<file path="src/rtl/wb_master_engine.sv">
// wb_master_engine: command FIFO feeding a Wishbone classic master, one response per bus cycle.
// Defining WB_MASTER_TIMEOUT_EN adds a BUS-state cycle limit (TIMEOUT_CYCLES) that forces an error response.
module wb_master_engine #(
  parameter int unsigned ADDR_WIDTH     = 32,
  parameter int unsigned DATA_WIDTH     = 16,
  parameter int unsigned CMD_DEPTH      = 4,
  parameter int unsigned TIMEOUT_CYCLES = 255
) (
  input  logic                    clk_i,
  input  logic                    rst_i,
  input  logic                    cmd_valid_i,
  output logic                    cmd_ready_o,
  input  logic                    cmd_we_i,
  input  logic [ADDR_WIDTH-1:0]   cmd_adr_i,
  input  logic [DATA_WIDTH-1:0]   cmd_dat_i,
  input  logic [DATA_WIDTH/8-1:0] cmd_sel_i,
  output logic                    rsp_valid_o,
  input  logic                    rsp_ready_i,
  output logic [DATA_WIDTH-1:0]   rsp_dat_o,
  output logic                    rsp_err_o,
  output logic                    cyc_o,
  output logic                    stb_o,
  output logic                    we_o,
  output logic [ADDR_WIDTH-1:0]   adr_o,
  output logic [DATA_WIDTH-1:0]   dat_o,
  output logic [DATA_WIDTH/8-1:0] sel_o,
  input  logic                    ack_i,
  input  logic                    err_i,
  input  logic [DATA_WIDTH-1:0]   dat_i,
  output logic                    busy_o
);

  localparam int unsigned SEL_W = DATA_WIDTH / 8;
  localparam int unsigned PTR_W = $clog2(CMD_DEPTH);
  localparam int unsigned ENT_W = 1 + ADDR_WIDTH + DATA_WIDTH + SEL_W;
  localparam logic [PTR_W:0]   FULL_CNT = (PTR_W+1)'(CMD_DEPTH);
  localparam logic [PTR_W:0]   CNT_ONE  = (PTR_W+1)'(1);
  localparam logic [PTR_W-1:0] PTR_ONE  = PTR_W'(1);

  typedef enum logic [1:0] {ST_IDLE, ST_BUS, ST_RESP} state_e;

  state_e state_q, state_d;

  logic [ENT_W-1:0] mem_q [CMD_DEPTH];
  logic [PTR_W-1:0] wr_ptr_q, rd_ptr_q;
  logic [PTR_W:0]   cnt_q, cnt_d;
  logic             full, empty, push, pop;

  logic                  hd_we;
  logic [ADDR_WIDTH-1:0] hd_adr;
  logic [DATA_WIDTH-1:0] hd_dat;
  logic [SEL_W-1:0]      hd_sel;

  logic                  cyc_q, cyc_d, we_q, we_d;
  logic [ADDR_WIDTH-1:0] adr_q, adr_d;
  logic [DATA_WIDTH-1:0] dat_q, dat_d, rsp_dat_q, rsp_dat_d;
  logic [SEL_W-1:0]      sel_q, sel_d;
  logic                  rsp_err_q, rsp_err_d;
  logic                  tmo_hit, term;

  assign full  = (cnt_q == FULL_CNT);
  assign empty = (cnt_q == '0);
  assign pop   = (state_q == ST_IDLE) && !empty;
  // A pop in this cycle frees a slot, so a full FIFO can still accept.
  assign cmd_ready_o = !full || pop;
  assign push  = cmd_valid_i && cmd_ready_o;
  assign {hd_we, hd_adr, hd_dat, hd_sel} = mem_q[rd_ptr_q];

  always_ff @(posedge clk_i) begin
    if (push) mem_q[wr_ptr_q] <= {cmd_we_i, cmd_adr_i, cmd_dat_i, cmd_sel_i};
  end

  always_comb begin
    cnt_d = cnt_q;
    case ({push, pop})
      2'b10:   cnt_d = cnt_q + CNT_ONE;
      2'b01:   cnt_d = cnt_q - CNT_ONE;
      default: cnt_d = cnt_q;
    endcase
  end

  always_ff @(posedge clk_i or posedge rst_i) begin
    if (rst_i) begin
      wr_ptr_q <= '0;
      rd_ptr_q <= '0;
      cnt_q    <= '0;
    end else begin
      cnt_q <= cnt_d;
      if (push) wr_ptr_q <= wr_ptr_q + PTR_ONE;
      if (pop)  rd_ptr_q <= rd_ptr_q + PTR_ONE;
    end
  end

`ifdef WB_MASTER_TIMEOUT_EN
  localparam int unsigned TMO_W = $clog2(TIMEOUT_CYCLES + 1);
  localparam logic [TMO_W-1:0] TMO_LAST = TMO_W'(TIMEOUT_CYCLES - 1);
  localparam logic [TMO_W-1:0] TMO_ONE  = TMO_W'(1);

  logic [TMO_W-1:0] tmo_q, tmo_d;

  assign tmo_hit = (state_q == ST_BUS) && (tmo_q == TMO_LAST);

  always_comb begin
    tmo_d = '0;
    if (state_q == ST_BUS && !term) tmo_d = tmo_q + TMO_ONE;
  end

  always_ff @(posedge clk_i or posedge rst_i) begin
    if (rst_i) tmo_q <= '0;
    else       tmo_q <= tmo_d;
  end
`else
  assign tmo_hit = 1'b0;
`endif

  assign term = ack_i || err_i || tmo_hit;

  always_comb begin
    state_d   = state_q;
    cyc_d     = cyc_q;
    we_d      = we_q;
    adr_d     = adr_q;
    dat_d     = dat_q;
    sel_d     = sel_q;
    rsp_dat_d = rsp_dat_q;
    rsp_err_d = rsp_err_q;
    unique case (state_q)
      ST_IDLE: begin
        if (pop) begin
          state_d = ST_BUS;
          cyc_d   = 1'b1;
          we_d    = hd_we;
          adr_d   = hd_adr;
          dat_d   = hd_dat;
          sel_d   = hd_sel;
        end
      end
      ST_BUS: begin
        if (term) begin
          state_d   = ST_RESP;
          cyc_d     = 1'b0;
          we_d      = 1'b0;
          adr_d     = '0;
          dat_d     = '0;
          sel_d     = '0;
          // Timeout is the only way to terminate with neither ack_i nor err_i.
          rsp_err_d = err_i || !ack_i;
          rsp_dat_d = (ack_i && !err_i && !we_q) ? dat_i : '0;
        end
      end
      ST_RESP: begin
        if (rsp_ready_i) begin
          state_d   = ST_IDLE;
          rsp_dat_d = '0;
          rsp_err_d = 1'b0;
        end
      end
      default: state_d = ST_IDLE;
    endcase
  end

  always_ff @(posedge clk_i or posedge rst_i) begin
    if (rst_i) begin
      state_q   <= ST_IDLE;
      cyc_q     <= 1'b0;
      we_q      <= 1'b0;
      adr_q     <= '0;
      dat_q     <= '0;
      sel_q     <= '0;
      rsp_dat_q <= '0;
      rsp_err_q <= 1'b0;
    end else begin
      state_q   <= state_d;
      cyc_q     <= cyc_d;
      we_q      <= we_d;
      adr_q     <= adr_d;
      dat_q     <= dat_d;
      sel_q     <= sel_d;
      rsp_dat_q <= rsp_dat_d;
      rsp_err_q <= rsp_err_d;
    end
  end

  assign cyc_o       = cyc_q;
  assign stb_o       = cyc_q;
  assign we_o        = we_q;
  assign adr_o       = adr_q;
  assign dat_o       = dat_q;
  assign sel_o       = sel_q;
  assign rsp_valid_o = (state_q == ST_RESP);
  assign rsp_dat_o   = rsp_dat_q;
  assign rsp_err_o   = rsp_err_q;
  assign busy_o      = !empty || (state_q != ST_IDLE);

endmodule

</file>
<file path="config.mk">
export PLATFORM = sky130hd
export DESIGN_NAME = wb_master_engine
export DESIGN_NICKNAME = d
export VERILOG_FILES = /design/src/rtl/wb_master_engine.sv
export SDC_FILE = /design/constraint.sdc
export NUM_CORES = 1
export LEC_CHECK = 0
export ABC_AREA = 1
export BUFFER_PORTS_ARGS = -buffer_cell sky130_fd_sc_hd__buf_2
export CORE_MARGIN = 1.5
export CORE_UTILIZATION = 50
export DETAILED_ROUTE_END_ITERATION = 10
export GPL_TIMING_DRIVEN = 0
export MAX_ROUTING_LAYER = met4
export PLACE_DENSITY = 0.67
export SLEW_MARGIN = 40
export SYNTH_ARGS = -nofsm -noshare
export SYNTH_HDL_FRONTEND = slang
export SYNTH_SLANG_ARGS = --single-unit
</file>
<file path="constraint.sdc">
create_clock -name clk_i -period 5.1 [get_ports clk_i]
set_input_delay 1.53 -clock clk_i [delete_from_list [all_inputs] [get_ports clk_i]]
set_output_delay 1.53 -clock clk_i [all_outputs]
set_load 0.01 [all_outputs]
</file>
==> run_results.csv, run 1 <==
group,metric,value,unit
run_status,status,"completed",
hold_path,min_path_type,"flop to flop",
floorplanning,die_w,151.3,um
floorplanning,rows,54,
synthesis,ys_seq_area_frac,0.7345,
timing,clock_skew,0.01577,ns
clock_network,clk_latency,0.55,ns
global_route,grt-ovfl-total,0,
synthesis,yosys-top-cells-area,"edfxtp_1 (56%), dfrtp_1 (18%), nand2_1 (8.1%), nand3_1 (6.6%), o21ai_0 (3.0%)",
synthesis,synth_top_area_share,0.5570,
global_route,grt_use_met1,0.2918,
placement,hpwlAfterDp,16490,um
global_route,grt_max_degree,46,
global_route,grt_pass1_vias,7273,
synthesis,syn_nets,981,
global_route,grt_pass1_wl,38430,um
worst_setup_path,crit_start,"cnt_q[0]$_DFFE_PP0P_",
floorplanning,die_area,22890,um2
synthesis,ys_types,25,
synthesis,synth_commonest_cells,"nand2_1 (238), edfxtp_1 (204), nand3_1 (146)",
timing,maxSlewHeadroom,0.5529,
timing,fin_crit_sh,0.6349,
synthesis,synth_area_per_cell,12.18,um2
synthesis,synth-seq-cells,282,
timing,grt_setup_unrepaired,"no",
worst_setup_path,reg2reg_from,"state_q[1]$_DFFE_PP0P_",
synthesis,synth_flop_cell,"edfxtp_1",
placement,gp_congestion,0.7524,
worst_setup_path,reg2reg_slack,2.72,ns
global_route,grt.busiest_layer,"met2",
clock_network,post_cts_resized,0,
pwr,ir_drop,0.3003,mV
layout,drive_gt1_frac,0.2323,
drt,ant_nets,0,
floorplanning,core,21690,um2
synthesis,synth_cells,903,
floorplanning,die_h,151.3,um
pwr,power,8.394,mW
placement,placed_area,12420,um2
global_route,antenna_found_initial,3,
clock_network,cts_tree,"yes",
synthesis,synth_edf_count,204,
worst_setup_path,critPathArrivalTime,1.71,ns
clock_network,cts_buffer_depth,3,
pwr,p_leak,5.677,nW
worst_setup_path,critPathRequiredTime,3.57,ns
clock_network,cts_hold_buf,0,
drt,vias_per_cell,5.310,
worst_setup_path,r2r-end,"mem_q[0][48]$_DFFE_PP_",
worst_setup_path,path_class,"flop to output port",
drt,drt_iter0_markers,528,
clock_network,htreeDepth,1,
synthesis,ys_warn_count,0,
worst_setup_path,crit_fanout,7,
timing,setup_violations,0,
global_route,grtUsageMet2,0.3698,
drt,wire_per_inst,18.04,um
layout,nets,1170,
drt,num_vias,7429,
layout,final_area,13440,um2
timing,worstMarginPinSlew,0.6706,ns
timing,slew_violations,0,
layout,fillers,1684,
clock_network,cts.sinks,282,
global_route,grtUsageTotal,0.2289,
synthesis,async_reset_ff_frac,0.2766,
placement,numPortBuffers,145,
worst_setup_path,cp-endpoint,"cmd_ready_o",
drt,routed_wl,25240,um
clock_network,cts_setup_buffers,0,
worst_setup_path,end_kind,"output port",
synthesis,yosysTopAreaCell,"edfxtp_1",
synthesis,syn_area,11000,um2
pwr,power_density,624.7,nW/um2
clock_network,cts_root_buffer,"clkbuf_16",
floorplanning,io_pins,146,
timing,hold_violations,0,
floorplanning,start_util,0.5071,
job,drv_cap,0,
drt,firstDrtPassIters,6,
worst_setup_path,r2r_cells,8,
global_route,grtUsageMet3,0.04488,
worst_setup_path,start_kind,"flop",
drt,drcViolationCount,0,
timing,max_freq,308.8,MHz
layout,area_growth,22.17,%
timing,period_minus_slack,3.238,ns
clock_network,clkTransAtPathRegs,0.06,ns
synthesis,synth.most_common_cell,"nand2_1",
clock_network,numCtsBuffers,29,
-- through the flow --
step,util,hold WS (ns),cells,setup TNS [ns],worst slack [ns]
2_1_floorplan,-,0.4923,903,0,0.8714
3_3_place_gp,0.5567,0.4591,1328,-194.76,-1.043
3_5_place_dp,0.5725,0.4619,1341,0,1.990
4_1_cts,0.6191,0.4752,1395,0,1.840
5_1_grt,0.6194,0.5012,1398,0,1.731
6_report,0.6195,0.4707,1399,0,1.862
-- cell usage in the layout, fill, tap and decap left out, types with 2 or more instances in the layout --
cell | Yosys | final
xor2_1 | 3 | 3
edfxtp_1 | 204 | 204
o21ai_1 | 19 | 19
o22ai_1 | 15 | 15
nand2_4 | 4 | 4
clkinv_4 | 0 | 2
nand2_1 | 238 | 238
nor2_4 | 4 | 8
inv_1 | 17 | 16
clkinv_1 | 0 | 5
bufinv_16 | 0 | 6
diode_2 | 0 | 4
buf_4 | 5 | 5
nand3_2 | 2 | 2
buf_8 | 0 | 4
nor2_1 | 38 | 34
nand4_1 | 2 | 2
clkbuf_1 | 19 | 25
clkinv_2 | 0 | 3
o21ai_0 | 65 | 65
inv_6 | 0 | 2
buf_6 | 4 | 4
inv_2 | 4 | 4
buf_2 | 26 | 171
dfrtp_1 | 78 | 78
clkbuf_16 | 0 | 29
nand3_1 | 146 | 146
ha_1 | 4 | 4
nand2_2 | 2 | 2
buf_16 | 0 | 9
-- cell families (layout without fill, tap and decap cells) --
logic type	after synthesis	in the layout	synth area share
other cells	0	4	0
buf+inv	75	287	0.03299
flops	282	282	0.7345
simple gates	437	437	0.1749
compound gates	101	101	0.04892
xor+xnor	3	3	0.002390
fa+ha+maj	5	5	0.006371
-- state kept, by name, indices dropped and copies added, names as in the netlist --
| name | count |
|---|---|
| mem_q | 204 |
| cnt_q | 3 |
| rd_ptr_q | 2 |
| rsp_dat_o | 16 |
| cyc_o | 1 |
| rsp_err_o | 1 |
| we_o | 1 |
| sel_o | 2 |
| state_q | 2 |
| wr_ptr_q | 2 |
| adr_o | 32 |
| dat_o | 16 |
-- worst min-delay path by stage --
| stage | start | to | slack [ns] | cells past startpoint |
|---|---|---|---|---|
| 2_1_floorplan | wr_ptr_q[1]$_DFFE_PP0P_ | wr_ptr_q[1]$_DFFE_PP0P_ | 0.49 | 2 |
| 3_3_place_gp | adr_o[17]$_DFFE_PP0P_ | adr_o[17]$_DFFE_PP0P_ | 0.46 | 2 |
| 3_5_place_dp | adr_o[17]$_DFFE_PP0P_ | adr_o[17]$_DFFE_PP0P_ | 0.46 | 2 |
| 4_1_cts | adr_o[17]$_DFFE_PP0P_ | adr_o[17]$_DFFE_PP0P_ | 0.48 | 2 |
| 5_1_grt | adr_o[28]$_DFFE_PP0P_ | adr_o[28]$_DFFE_PP0P_ | 0.50 | 2 |
| 6_report | adr_o[17]$_DFFE_PP0P_ | adr_o[17]$_DFFE_PP0P_ | 0.47 | 2 |
-- where the power goes --
part | internal [mW] | total [mW] | switching [mW]
clock | 1.36 | 2.22 | 0.858
combinational | 0.956 | 2.86 | 1.91
sequential | 3.10 | 3.31 | 0.215
total | 5.42 | 8.39 | 2.98
-- routing by layer --
layer	up-vias	routed length (um)	share of wire
li1	3554	-	-
met1	3553	10410	0.41
met2	280	12270	0.49
met3	42	2041	0.081
met4	0	528	0.021
met5	-	0	0
-- worst max-delay path: stages, from the launching register on --
cell and delay (ns):
dfrtp_1 0.43, nor2_4 0.14, nand2_1 0.13, nand2_4 0.13, nand3_1 0.15, buf_2 0.18
-- layout make-up --
type / count / area [um2] / share of cell area
clock buffers: 36 / 762.0 / 0.05671
diodes: 4 / 10.01 / 0.0007450
inverters: 21 / 83.83 / 0.006239
clock inverters: 18 / 247.7 / 0.01844
well taps: 280 / 350.3 / 0.02607
flip-flops and latches: 282 / 8078 / 0.6012
multi-input cells: 546 / 2587 / 0.1926
plain buffers: 54 / 284.0 / 0.02114
repair buffers: 158 / 1033 / 0.07692
No activity file was read; power rests on OpenSTA's default activity.
==> inputs of run 2 (changes only) <==
--- a/config.mk
+++ b/config.mk
@@ -12,7 +12,7 @@
 export DETAILED_ROUTE_END_ITERATION = 10
 export GPL_TIMING_DRIVEN = 0
 export MAX_ROUTING_LAYER = met4
-export PLACE_DENSITY = 0.67
+export PLACE_DENSITY = 0.69
 export SLEW_MARGIN = 40
 export SYNTH_ARGS = -nofsm -noshare
 export SYNTH_HDL_FRONTEND = slang
==> constraint.sdc (replaced) <==
create_clock -name clk_i -period 2.9 [get_ports clk_i]
set_input_delay 0.87 -clock clk_i [delete_from_list [all_inputs] [get_ports clk_i]]
set_output_delay 0.87 -clock clk_i [all_outputs]
set_load 0.01 [all_outputs]
==> run_results.csv, run 2 (synthesis gave the netlist of run 1 again) <==
group,metric,value,unit
placement,dp_slack,0.3041,ns
timing,grt_setup_unrepaired,"no",
global_route,grt-ovfl-total,0,
global_route,grt_max_degree,47,
floorplanning,die_area,22890,um2
pwr,p_leak,5.658,nW
timing,setup_violations,0,
layout,area_growth,21.84,%
timing,fin_crit_sh,0.8892,
worst_setup_path,r2r-end,"mem_q[0][36]$_DFFE_PP_",
layout,final_area,13400,um2
drt,firstDrtPassIters,5,
drt,ant_nets,0,
floorplanning,die_w,151.3,um
layout,nets,1171,
clock_network,htreeDepth,1,
layout,stdcell_count,1400,
worst_setup_path,critPathArrivalTime,1.71,ns
worst_setup_path,path_class,"flop to output port",
worst_setup_path,critPathRequiredTime,2.03,ns
global_route,grt_pass1_wl,38700,um
worst_setup_path,reg2reg_from,"state_q[1]$_DFFE_PP0P_",
timing,slew_violations,0,
timing,finalWorstSetupSlack,0.3212,ns
job,drv_cap,0,
layout,mostFrequentLayoutCell,"nand2_1",
placement,placed_area,12420,um2
layout,final_cell_mix,"nand2_1 (238), edfxtp_1 (204), buf_2 (171)",
clock_network,post_cts_resized,0,
drt,drt_iter0_markers,523,
layout,largest_reg_flops,204,
drt,vias_per_cell,5.341,
layout,drive_gt1_frac,0.2339,
layout,top_register,"mem_q",
clock_network,cts.sinks,282,
worst_setup_path,reg2reg_slack,0.35,ns
clock_network,cts_tree,"yes",
placement,numPortBuffers,145,
floorplanning,rows,54,
timing,worstMarginPinSlew,0.6547,ns
worst_setup_path,end_kind,"output port",
timing,hold_slack,0.3234,ns
drt,wire_per_inst,18.35,um
worst_setup_path,crit_fanout,7,
timing,maxSlewHeadroom,0.5635,
clock_network,clk_latency,0.55,ns
clock_network,cts_hold_buf,0,
hold_path,min_path_type,"input pin to async pin",
placement,dp_cells,1342,
timing,period_minus_slack,2.579,ns
clock_network,cts_buffer_depth,3,
pwr,power,14.64,mW
layout,fin_util,0.6179,
global_route,antenna_found_initial,4,
placement,hpwlAfterDp,16780,um
timing,hold_violations,0,
clock_network,clkTransAtPathRegs,0.06,ns
floorplanning,core,21690,um2
timing,clock_skew,0.01460,ns
global_route,grt_pass1_vias,7312,
timing,max_freq,387.8,MHz
pwr,power_density,1093,nW/um2
global_route,grtUsageTotal,0.2314,
drt,drcViolationCount,0,
clock_network,cts_root_buffer,"clkbuf_16",
pwr,ir_drop,0.6218,mV
drt,num_vias,7477,
clock_network,cts_setup_buffers,0,
worst_setup_path,start_kind,"flop",
floorplanning,io_pins,146,
floorplanning,die_h,151.3,um
worst_setup_path,crit_start,"cnt_q[0]$_DFFE_PP0P_",
timing,finalSetupTns,0,ns
worst_setup_path,r2r_cells,9,
drt,routed_wl,25690,um
placement,gp_congestion,0.7661,
clock_network,numCtsBuffers,29,
floorplanning,start_util,0.5071,
run_status,status,"completed",
[run 2: area by class of cell]
class	count	area [um2]
antenna	4	10.01
sequential	282	8078
multi-input combinational	546	2587
inverter	21	83.83
fill	1732	8288
clock inverter	17	195.2
timing repair buffer	159	1036
tap	280	350.3
buffer	54	284.0
clock buffer	37	775.7
[run 2: worst max path at each step]
stage / to / slack [ns] / cells after the start
2_1_floorplan: mem_q[0][0]$_DFFE_PP_ / -0.74 / 6
3_3_place_gp: mem_q[0][36]$_DFFE_PP_ / -2.65 / 3
3_5_place_dp: mem_q[0][36]$_DFFE_PP_ / 0.30 / 6
4_1_cts: cmd_ready_o / 0.29 / 5
5_1_grt: mem_q[0][36]$_DFFE_PP_ / 0.21 / 9
6_report: cmd_ready_o / 0.32 / 5
[run 2: worst max-delay path: stages, from the launching register on]
cell and delay [ns]:
dfrtp_1 0.43, nor2_4 0.14, nand2_1 0.13, nand2_4 0.13, nand3_1 0.15, buf_2 0.18
[run 2: where the power goes]
group	internal (mW)	switching, mW	total [mW]	leakage [nW]
logic	1.68	3.38	5.06	2.32
registers	5.44	0.369	5.81	2.87
clock network	2.25	1.52	3.77	0.467
total	9.37	5.27	14.6	5.66
[run 2: per-layer routing]
metal | vias to the layer above | wire [um] | global-route usage
met5 | - | 0 | -
met4 | 0 | 610 | 0.07816
met3 | 46 | 1846 | 0.04157
met2 | 270 | 12620 | 0.3798
met1 | 3613 | 10610 | 0.2914
li1 | 3548 | - | -
